$ cat config.mk
export PLATFORM = sky130hd
export DESIGN_NAME = axi_lite_cmd_master
export DESIGN_NICKNAME = d
export VERILOG_FILES = /design/src/rtl/axi_lite_cmd_master.sv
export SDC_FILE = /design/constraint.sdc
export NUM_CORES = 1
export LEC_CHECK = 0
export CORE_MARGIN = 2
export CORE_UTILIZATION = 43
export CTS_BUF_LIST = sky130_fd_sc_hd__clkbuf_2 sky130_fd_sc_hd__clkbuf_4 sky130_fd_sc_hd__clkbuf_8
export CTS_CLUSTER_SIZE = 30
export DETAILED_ROUTE_END_ITERATION = 12
export PLACE_DENSITY = 0.83
export SETUP_SLACK_MARGIN = 0.4
export SYNTH_ARGS = -nofsm -noshare
export SYNTH_HDL_FRONTEND = slang
export SYNTH_SLANG_ARGS = --single-unit
export TNS_END_PERCENT = 5
$ cat constraint.sdc
create_clock -name s_axi_aclk -period 2.5 [get_ports s_axi_aclk]
set_input_delay 0.25 -clock s_axi_aclk [delete_from_list [all_inputs] [get_ports s_axi_aclk]]
set_output_delay 0.25 -clock s_axi_aclk [all_outputs]
set_load 0.05 [all_outputs]
$ cat src/rtl/axi_lite_cmd_master.sv
// AXI4-Lite initiator: turns one cmd/rsp handshake into a single AXI4-Lite write
// or read, one transaction outstanding, with a sticky handshake-wait timeout flag.
module axi_lite_cmd_master #(
    parameter int C_M_AXI_ADDR_WIDTH = 32,
    parameter int C_M_AXI_DATA_WIDTH = 32,
    parameter int TIMEOUT_CYCLES     = 1024,
    parameter int TIMEOUT_W          = 16
) (
    input  logic                            s_axi_aclk,
    input  logic                            s_axi_aresetn,
    input  logic                            cmd_valid,
    output logic                            cmd_ready,
    input  logic                            cmd_write,
    input  logic [C_M_AXI_ADDR_WIDTH-1:0]   cmd_addr,
    input  logic [C_M_AXI_DATA_WIDTH-1:0]   cmd_wdata,
    input  logic [C_M_AXI_DATA_WIDTH/8-1:0] cmd_wstrb,
    output logic                            rsp_valid,
    input  logic                            rsp_ready,
    output logic                            rsp_write,
    output logic [C_M_AXI_DATA_WIDTH-1:0]   rsp_data,
    output logic [1:0]                      rsp_resp,
    output logic                            timeout_err,
    input  logic                            timeout_clr,
    output logic [C_M_AXI_ADDR_WIDTH-1:0]   m_axi_awaddr,
    output logic [2:0]                      m_axi_awprot,
    output logic                            m_axi_awvalid,
    input  logic                            m_axi_awready,
    output logic [C_M_AXI_DATA_WIDTH-1:0]   m_axi_wdata,
    output logic [C_M_AXI_DATA_WIDTH/8-1:0] m_axi_wstrb,
    output logic                            m_axi_wvalid,
    input  logic                            m_axi_wready,
    input  logic [1:0]                      m_axi_bresp,
    input  logic                            m_axi_bvalid,
    output logic                            m_axi_bready,
    output logic [C_M_AXI_ADDR_WIDTH-1:0]   m_axi_araddr,
    output logic [2:0]                      m_axi_arprot,
    output logic                            m_axi_arvalid,
    input  logic                            m_axi_arready,
    input  logic [C_M_AXI_DATA_WIDTH-1:0]   m_axi_rdata,
    input  logic [1:0]                      m_axi_rresp,
    input  logic                            m_axi_rvalid,
    output logic                            m_axi_rready
);
    typedef enum logic [2:0] {IDLE, WR, WR_B, RD_A, RD_R, RSP} state_t;

    localparam logic                 TO_EN   = (TIMEOUT_CYCLES != 0);
    localparam logic [TIMEOUT_W-1:0] TO_LAST = TIMEOUT_W'(TIMEOUT_CYCLES - 1);

    state_t state, state_n;

    logic [C_M_AXI_ADDR_WIDTH-1:0]   addr_q;
    logic [C_M_AXI_DATA_WIDTH-1:0]   wdata_q;
    logic [C_M_AXI_DATA_WIDTH/8-1:0] wstrb_q;
    logic awvalid_q, wvalid_q, bready_q, arvalid_q, rready_q;
    logic rsp_valid_q, rsp_write_q;
    logic [C_M_AXI_DATA_WIDTH-1:0]   rsp_data_q;
    logic [1:0]                      rsp_resp_q;
    logic [TIMEOUT_W-1:0]            tcnt;
    logic                            tout_q;

    logic accept, b_hs, r_hs, busy, tset;

    assign accept = (state == IDLE) && cmd_valid;
    assign b_hs   = bready_q && m_axi_bvalid;
    assign r_hs   = rready_q && m_axi_rvalid;
    assign busy   = (state == WR) || (state == WR_B) || (state == RD_A) || (state == RD_R);
    assign tset   = TO_EN && busy && (tcnt == TO_LAST);

    always_ff @(posedge s_axi_aclk or negedge s_axi_aresetn) begin
        if (!s_axi_aresetn) state <= IDLE;
        else                state <= state_n;
    end

    // Each valid is set on entry, so a low valid inside WR means that channel is done.
    always_comb begin
        state_n = state;
        case (state)
            IDLE: if (cmd_valid) state_n = cmd_write ? WR : RD_A;
            WR:   if ((!awvalid_q || m_axi_awready) && (!wvalid_q || m_axi_wready)) state_n = WR_B;
            WR_B: if (b_hs) state_n = RSP;
            RD_A: if (arvalid_q && m_axi_arready) state_n = RD_R;
            RD_R: if (r_hs) state_n = RSP;
            RSP:  if (rsp_ready) state_n = IDLE;
            default: state_n = IDLE;
        endcase
    end

    always_ff @(posedge s_axi_aclk or negedge s_axi_aresetn) begin
        if (!s_axi_aresetn) begin
            addr_q      <= '0;
            wdata_q     <= '0;
            wstrb_q     <= '0;
            awvalid_q   <= 1'b0;
            wvalid_q    <= 1'b0;
            bready_q    <= 1'b0;
            arvalid_q   <= 1'b0;
            rready_q    <= 1'b0;
            rsp_valid_q <= 1'b0;
            rsp_write_q <= 1'b0;
            rsp_data_q  <= '0;
            rsp_resp_q  <= 2'b00;
        end else begin
            if (accept) begin
                addr_q    <= cmd_addr;
                wdata_q   <= cmd_wdata;
                wstrb_q   <= cmd_wstrb;
                awvalid_q <= cmd_write;
                wvalid_q  <= cmd_write;
                arvalid_q <= !cmd_write;
            end else begin
                if (awvalid_q && m_axi_awready) awvalid_q <= 1'b0;
                if (wvalid_q && m_axi_wready)   wvalid_q  <= 1'b0;
                if (arvalid_q && m_axi_arready) arvalid_q <= 1'b0;
            end

            if (state == WR && state_n == WR_B) bready_q <= 1'b1;
            else if (b_hs)                      bready_q <= 1'b0;

            if (arvalid_q && m_axi_arready) rready_q <= 1'b1;
            else if (r_hs)                  rready_q <= 1'b0;

            if (b_hs) begin
                rsp_valid_q <= 1'b1;
                rsp_write_q <= 1'b1;
                rsp_data_q  <= '0;
                rsp_resp_q  <= m_axi_bresp;
            end else if (r_hs) begin
                rsp_valid_q <= 1'b1;
                rsp_write_q <= 1'b0;
                rsp_data_q  <= m_axi_rdata;
                rsp_resp_q  <= m_axi_rresp;
            end else if (rsp_valid_q && rsp_ready) begin
                rsp_valid_q <= 1'b0;
            end
        end
    end

    // Wait counter restarts on every state entry and saturates; the transaction is never aborted.
    always_ff @(posedge s_axi_aclk or negedge s_axi_aresetn) begin
        if (!s_axi_aresetn) begin
            tcnt   <= '0;
            tout_q <= 1'b0;
        end else begin
            if (state_n != state)        tcnt <= '0;
            else if (busy && tcnt != '1) tcnt <= tcnt + TIMEOUT_W'(1);

            if (tset)             tout_q <= 1'b1;
            else if (timeout_clr) tout_q <= 1'b0;
        end
    end

    assign cmd_ready     = (state == IDLE);
    assign rsp_valid     = rsp_valid_q;
    assign rsp_write     = rsp_write_q;
    assign rsp_data      = rsp_data_q;
    assign rsp_resp      = rsp_resp_q;
    assign timeout_err   = tout_q;
    assign m_axi_awaddr  = addr_q;
    assign m_axi_araddr  = addr_q;
    assign m_axi_awprot  = 3'b000;
    assign m_axi_arprot  = 3'b000;
    assign m_axi_awvalid = awvalid_q;
    assign m_axi_wdata   = wdata_q;
    assign m_axi_wstrb   = wstrb_q;
    assign m_axi_wvalid  = wvalid_q;
    assign m_axi_bready  = bready_q;
    assign m_axi_arvalid = arvalid_q;
    assign m_axi_rready  = rready_q;

endmodule

## Word-level counts from Yosys, hierarchy flattened

Index checks and enable logic that the tools add are counted.

- Add/sub/neg operators: 1
- Multipliers: 0
- Div/mod/pow operators: 0
- Magnitude comparators: 0
- Equal/unequal tests: 9
- Shift operators: 0
- Mux-type cells: 30
- Bitwise operators: 0
- Reduce and logical (&&, ||, !) cells: 29

Operators with widths:

| kind | count |
|---|---|
| $mux 32 | 2 |
| $mux 16 | 2 |
| $mux 3 | 6 |
| $pmux 3 s6 | 1 |
| $add 16x1->16 const B | 1 |
| $eq 16x10->1 const B | 1 |
| $mux 1 | 16 |
| $ne 16x16->1 const B | 1 |
| $reduce_bool 2->1 | 8 |
| $logic_and 1x1->1 | 11 |
| $eq 3x2->1 const B | 3 |
| $eq 3x3->1 const B | 2 |
| $mux 2 | 3 |
| $logic_or 1x1->1 | 5 |
| $eq 3x1->1 const B | 1 |
| $logic_not 1->1 | 3 |
| $logic_not 3->1 | 1 |
| $ne 3x3->1 | 1 |
| $reduce_bool 3->1 | 1 |

- Register bits after elaboration: 129
- Latch bits: 0
- Memory bits (writable): 0
- ROM bits: 0
- Input port bits: 115
- Output and inout port bits: 149
- Word-level logic and storage cells: 84
- Memories kept: 0

## Logic depth before layout (Yosys ltp)

- Depth after elaboration: 8
- Depth in mapped cells: 7
- Depth with buffers taken out: 6

## Worst setup path before layout

OpenSTA, ideal clock, no wires.

- Kind: reg2reg
- Start: register bready_q, in the netlist m_axi_bready
- End: register tcnt[6]
- Setup time: 0.121 ns
- Arrival: 1.926 ns
- Data required time: 2.379 ns
- Path slack: 0.453 ns
- Cell stages (with the launch flop): 7
- Path buffers: 1
- Period minus slack after synthesis: 2.047 ns
- Cell sequence: dfrtp_1 > nand2_1 > o41ai_2 > nor4_2 > o2111ai_4 > buf_6 > nor2_2

- Word-level cells in the longest chain between the ends: 5
- Elaborated cells on any way between the ends: 6
- Those cells by class: 1 x eq/ne; 3 x mux; 2 x reduce/logical

Ends and longest elaborated chain:

| element | RTL line | RTL |
|---|---|---|
| from (decl) | 54 | `logic awvalid_q, wvalid_q, bready_q, arvalid_q, rready_q;` |
| from (signal assigned) | 95 | `bready_q <= 1'b0;` |
| from (signal assigned) | 116 | `if (state == WR && state_n == WR_B) bready_q <= 1'b1;` |
| from (signal assigned) | 117 | `else if (b_hs) bready_q <= 1'b0;` |
| $logic_and 1x1->1 (*) | 64 | `assign b_hs = bready_q && m_axi_bvalid;` |
| $mux 3 (*) | 80 | `WR_B: if (b_hs) state_n = RSP;` |
| $pmux 3 s6 (*) | 77 | `case (state)` |
| $ne 3x3->1 (*) | 144 | `if (state_n != state) tcnt <= '0;` |
| $mux 16 / $reduce_bool 2->1 (equally long branches) | n/a |  |
| to (signal assigned) | 145 | `else if (busy && tcnt != '1) tcnt <= tcnt + TIMEOUT_W'(1);` |
| to (decl) | 58 | `logic [TIMEOUT_W-1:0] tcnt;` |

Every way passes the cells marked *; elsewhere a longest branch is shown, timed or not.
A chain may end at the register's enable or synchronous reset.

## Worst setup path after layout

- Start: register state[1]
- End: output cmd_ready

- Word-level cells in the longest chain between the ends: 1

Ends and longest elaborated chain:

| element | RTL line | RTL |
|---|---|---|
| from (decl) | 49 | `state_t state, state_n;` |
| from (signal assigned) | 71 | `else state <= state_n;` |
| $logic_not 3->1 | 152 | `assign cmd_ready = (state == IDLE);` |
| to (decl) | 12 | `output logic cmd_ready,` |

Every way passes these cells.

==> impl_metrics.json <==
{
  "worstPathRequired_ns": 2.25,
  "start_util_pct": 43.8,
  "synth.most_common_cell": "nand2_1",
  "layout_min_cycle_time_ns": 2.06,
  "clkSlewWorstSetupHoldPaths_ns": 0.08,
  "cts_inserted_buffers": 17,
  "grt_max_degree": 71,
  "cp_max_fo": 9,
  "finalClockSkew_ns": 0.00960,
  "power.density_nw_per_um2": 1510,
  "antenna_found_initial": 0,
  "cts_max_path_buffers": 2,
  "ys.flop_type": "dfrtp_1",
  "syn-cell-area_um2": 5780,
  "pre_cts_ws_ns": 0.279,
  "drtIter0Drc": 385,
  "ant_nets": 0,
  "top_level_ports": 264,
  "yosysTopAreaCell": "dfrtp_1",
  "diodes": 0,
  "p_total_mw": 13.2,
  "port_buffers": 257,
  "status": "finished, final reports clean",
  "grt-ovfl-total": 0,
  "synth.top_cells.by_count": "nand2_1, dfrtp_1, buf_4",
  "ys_top_cells_by_area": "dfrtp_1, nand2_1, buf_4",
  "clk_latency_ns": 0.44,
  "wl_mm": 15.5,
  "syn_to_final_growth_pct": 51.5,
  "whs_ns": 0.329,
  "ys_warn_count": 0,
  "finalWorstSetupSlack_ns": 0.445,
  "seq_area_frac_synth_pct": 55.9,
  "async_reset_ff_share_pct": 100,
  "die_w_um": 120,
  "dr_total_vias": 5100,
  "worst_pin_slew_ns": 0.735,
  "worstSetupPathType": "flip-flop to output port",
  "tritoncts": "yes",
  "drive_gt1_share_pct": 8.41,
  "grt_usage_pct": 22.3,
  "ys_ff_latch": 129,
  "end_kind": "output port",
  "hold_path_class": "input pin to flip-flop",
  "post_cts_buffers": 0,
  "leakagePower_nw": 3.94,
  "grt_pass1_vias": 5042,
  "startpoint_type": "flip-flop",
  "timing.fmax_ghz": 0.487,
  "crit_arrival_ns": 1.81,
  "vias_per_cell": 4.83,
  "hpwl_mm": 11.2,
  "core-area_um2": 13200,
  "cts.sinks": 129,
  "netlist_instances": 639,
  "cts-root-buf": "clkbuf_8",
  "grt_pass1_wl_mm": 25.2,
  "cap_violations": 0,
  "hold_viol": 0,
  "synth_edf_count": 0,
  "slew_viol_final": 0,
  "dr.pass1.iters": 7,
  "yosysUniqueCellTypes": 52,
  "rsz0062_at_grt": "yes",
  "die_h_um": 120,
  "syn_avg_cell_area_um2": 9.04,
  "tns_ns": 0,
  "nNetsFinal": 983,
  "min_period_over_period_pct": 82.2,
  "place.gp.congestion": 0.835,
  "yosys.area.top_type_share_pct": 55.9,
  "die_area_um2": 14400,
  "wl_per_cell_um": 14.7,
  "drcViolationCount": 0,
  "finalSetupViolations": 0,
  "slew_headroom_pct": 51.0,
  "std_cell_rows": 42,
  "htreeDepth": 4,
  "vdd_drop_max_v": 0.000873
}
-- stage by stage --
step | utilization (%) | cells | cell area (um2)
finish | 66.4 | 1056 | 8750
global route | 66.4 | 1056 | 8750
CTS | 66.3 | 1056 | 8750
detailed placement | 63.0 | 1023 | 8310
global placement | 63.0 | 1023 | 8310
floorplan | - | 644 | 5800
-- per-layer routing --
metal	track usage (%)	wire length, um	vias to the layer above
met5	0	0	-
met4	9.78	395	0
met3	5.99	1040	27
met2	37.5	7890	192
met1	26.7	6150	2408
li1	-	-	2473
-- worst max-delay path, stage by stage, from the launching register on --
cell	delay [ns]
dfrtp_1	0.51
buf_4	0.22
nor3_4	0.36
buf_4	0.28
-- power by group --
part | switching (mW) | internal [mW]
registers | 0.569 | 2.91
logic | 5.40 | 2.53
clock network | 0.806 | 1.04
total | 6.77 | 6.47
-- registers in the layout, summed over array words and instances, names as in the netlist --
signal	cells
rsp_valid	1
timeout_err	1
m_axi_arvalid	1
tcnt	16
rsp_resp	2
m_axi_araddr	32
m_axi_rready	1
state	3
m_axi_wstrb	4
m_axi_bready	1
m_axi_awvalid	1
m_axi_wdata	32
rsp_data	32
rsp_write	1
m_axi_wvalid	1
-- placed cells by master, fill, tap and decap left out, drive strengths merged, types with 2 or more instances in the layout --
| master | n |
|---|---|
| nor2 | 21 |
| a211oi | 2 |
| and4 | 2 |
| o21ai | 11 |
| xor2 | 12 |
| o32ai | 2 |
| nand2 | 285 |
| nand3b | 2 |
| nand4 | 6 |
| a31oi | 3 |
| bufinv | 2 |
| inv | 5 |
| clkbuf | 23 |
| a21oi | 36 |
| and3 | 4 |
| clkinvlp | 3 |
| dfrtp | 129 |
| nor4 | 5 |
| nand2b | 4 |
| clkdlybuf4s50 | 255 |
| clkinv | 4 |
| and2 | 3 |
| o2111ai | 3 |
| conb | 6 |
| buf | 18 |
| nand3 | 8 |
| nor2b | 2 |
| nor3 | 4 |
| o211ai | 4 |
-- layout make-up --
cell class	count	area [um2]
Clock buffer	23	317
Clock inverter	9	103
Fill cell	1027	4440
Inverter	5	18.8
Multi-Input combinational cell	440	2140
Sequential cell	129	3230
Tap cell	176	220
Timing Repair Buffer	274	2730
-- path summary, 6_finish.rpt --
| check | startpoint | endpoint | slack [ns] | depth (start not counted) |
|---|---|---|---|---|
| max | state[1]$_DFF_PN0_ | cmd_ready | 0.44 | 3 |
| min | cmd_wdata[5] | m_axi_wdata[5]$_DFFE_PN0P_ | 0.33 | 3 |
| max reg2reg | state[1]$_DFF_PN0_ | tcnt[15]$_DFFE_PN0P_ | 0.48 | 6 |
| min reg2reg | m_axi_wdata[5]$_DFFE_PN0P_ | m_axi_wdata[5]$_DFFE_PN0P_ | 0.47 | 2 |
| max in group asynchronous | s_axi_aresetn | state[2]$_DFF_PN0_ | 1.43 | 3 |
| min in group asynchronous | s_axi_aresetn | m_axi_wdata[19]$_DFFE_PN0P_ | 0.34 | 2 |
-- what timing repair did --
item	4_1_cts	5_1_grt
pin swaps	0	0
hold buffers	1	0
resized for setup	2	1
hold endpoints to repair	37	0
setup endpoints to repair	2	17
-- cells by family (layout without fill, tap and decap cells) --
logic type	count (synthesis)	after routing	synth area share, %
AO/OA/AOI/OAI	68	68	7.75
XOR/XNOR	12	12	1.82
adder cells (fa/ha/maj)	1	1	0.217
buffers and inverters	75	311	7.71
flip-flops	129	129	55.9
multiplexers	1	1	0.173
other	1	6	0.0649
AND/OR/NAND/NOR	352	352	26.4
Power figures use the tool's default switching activity.
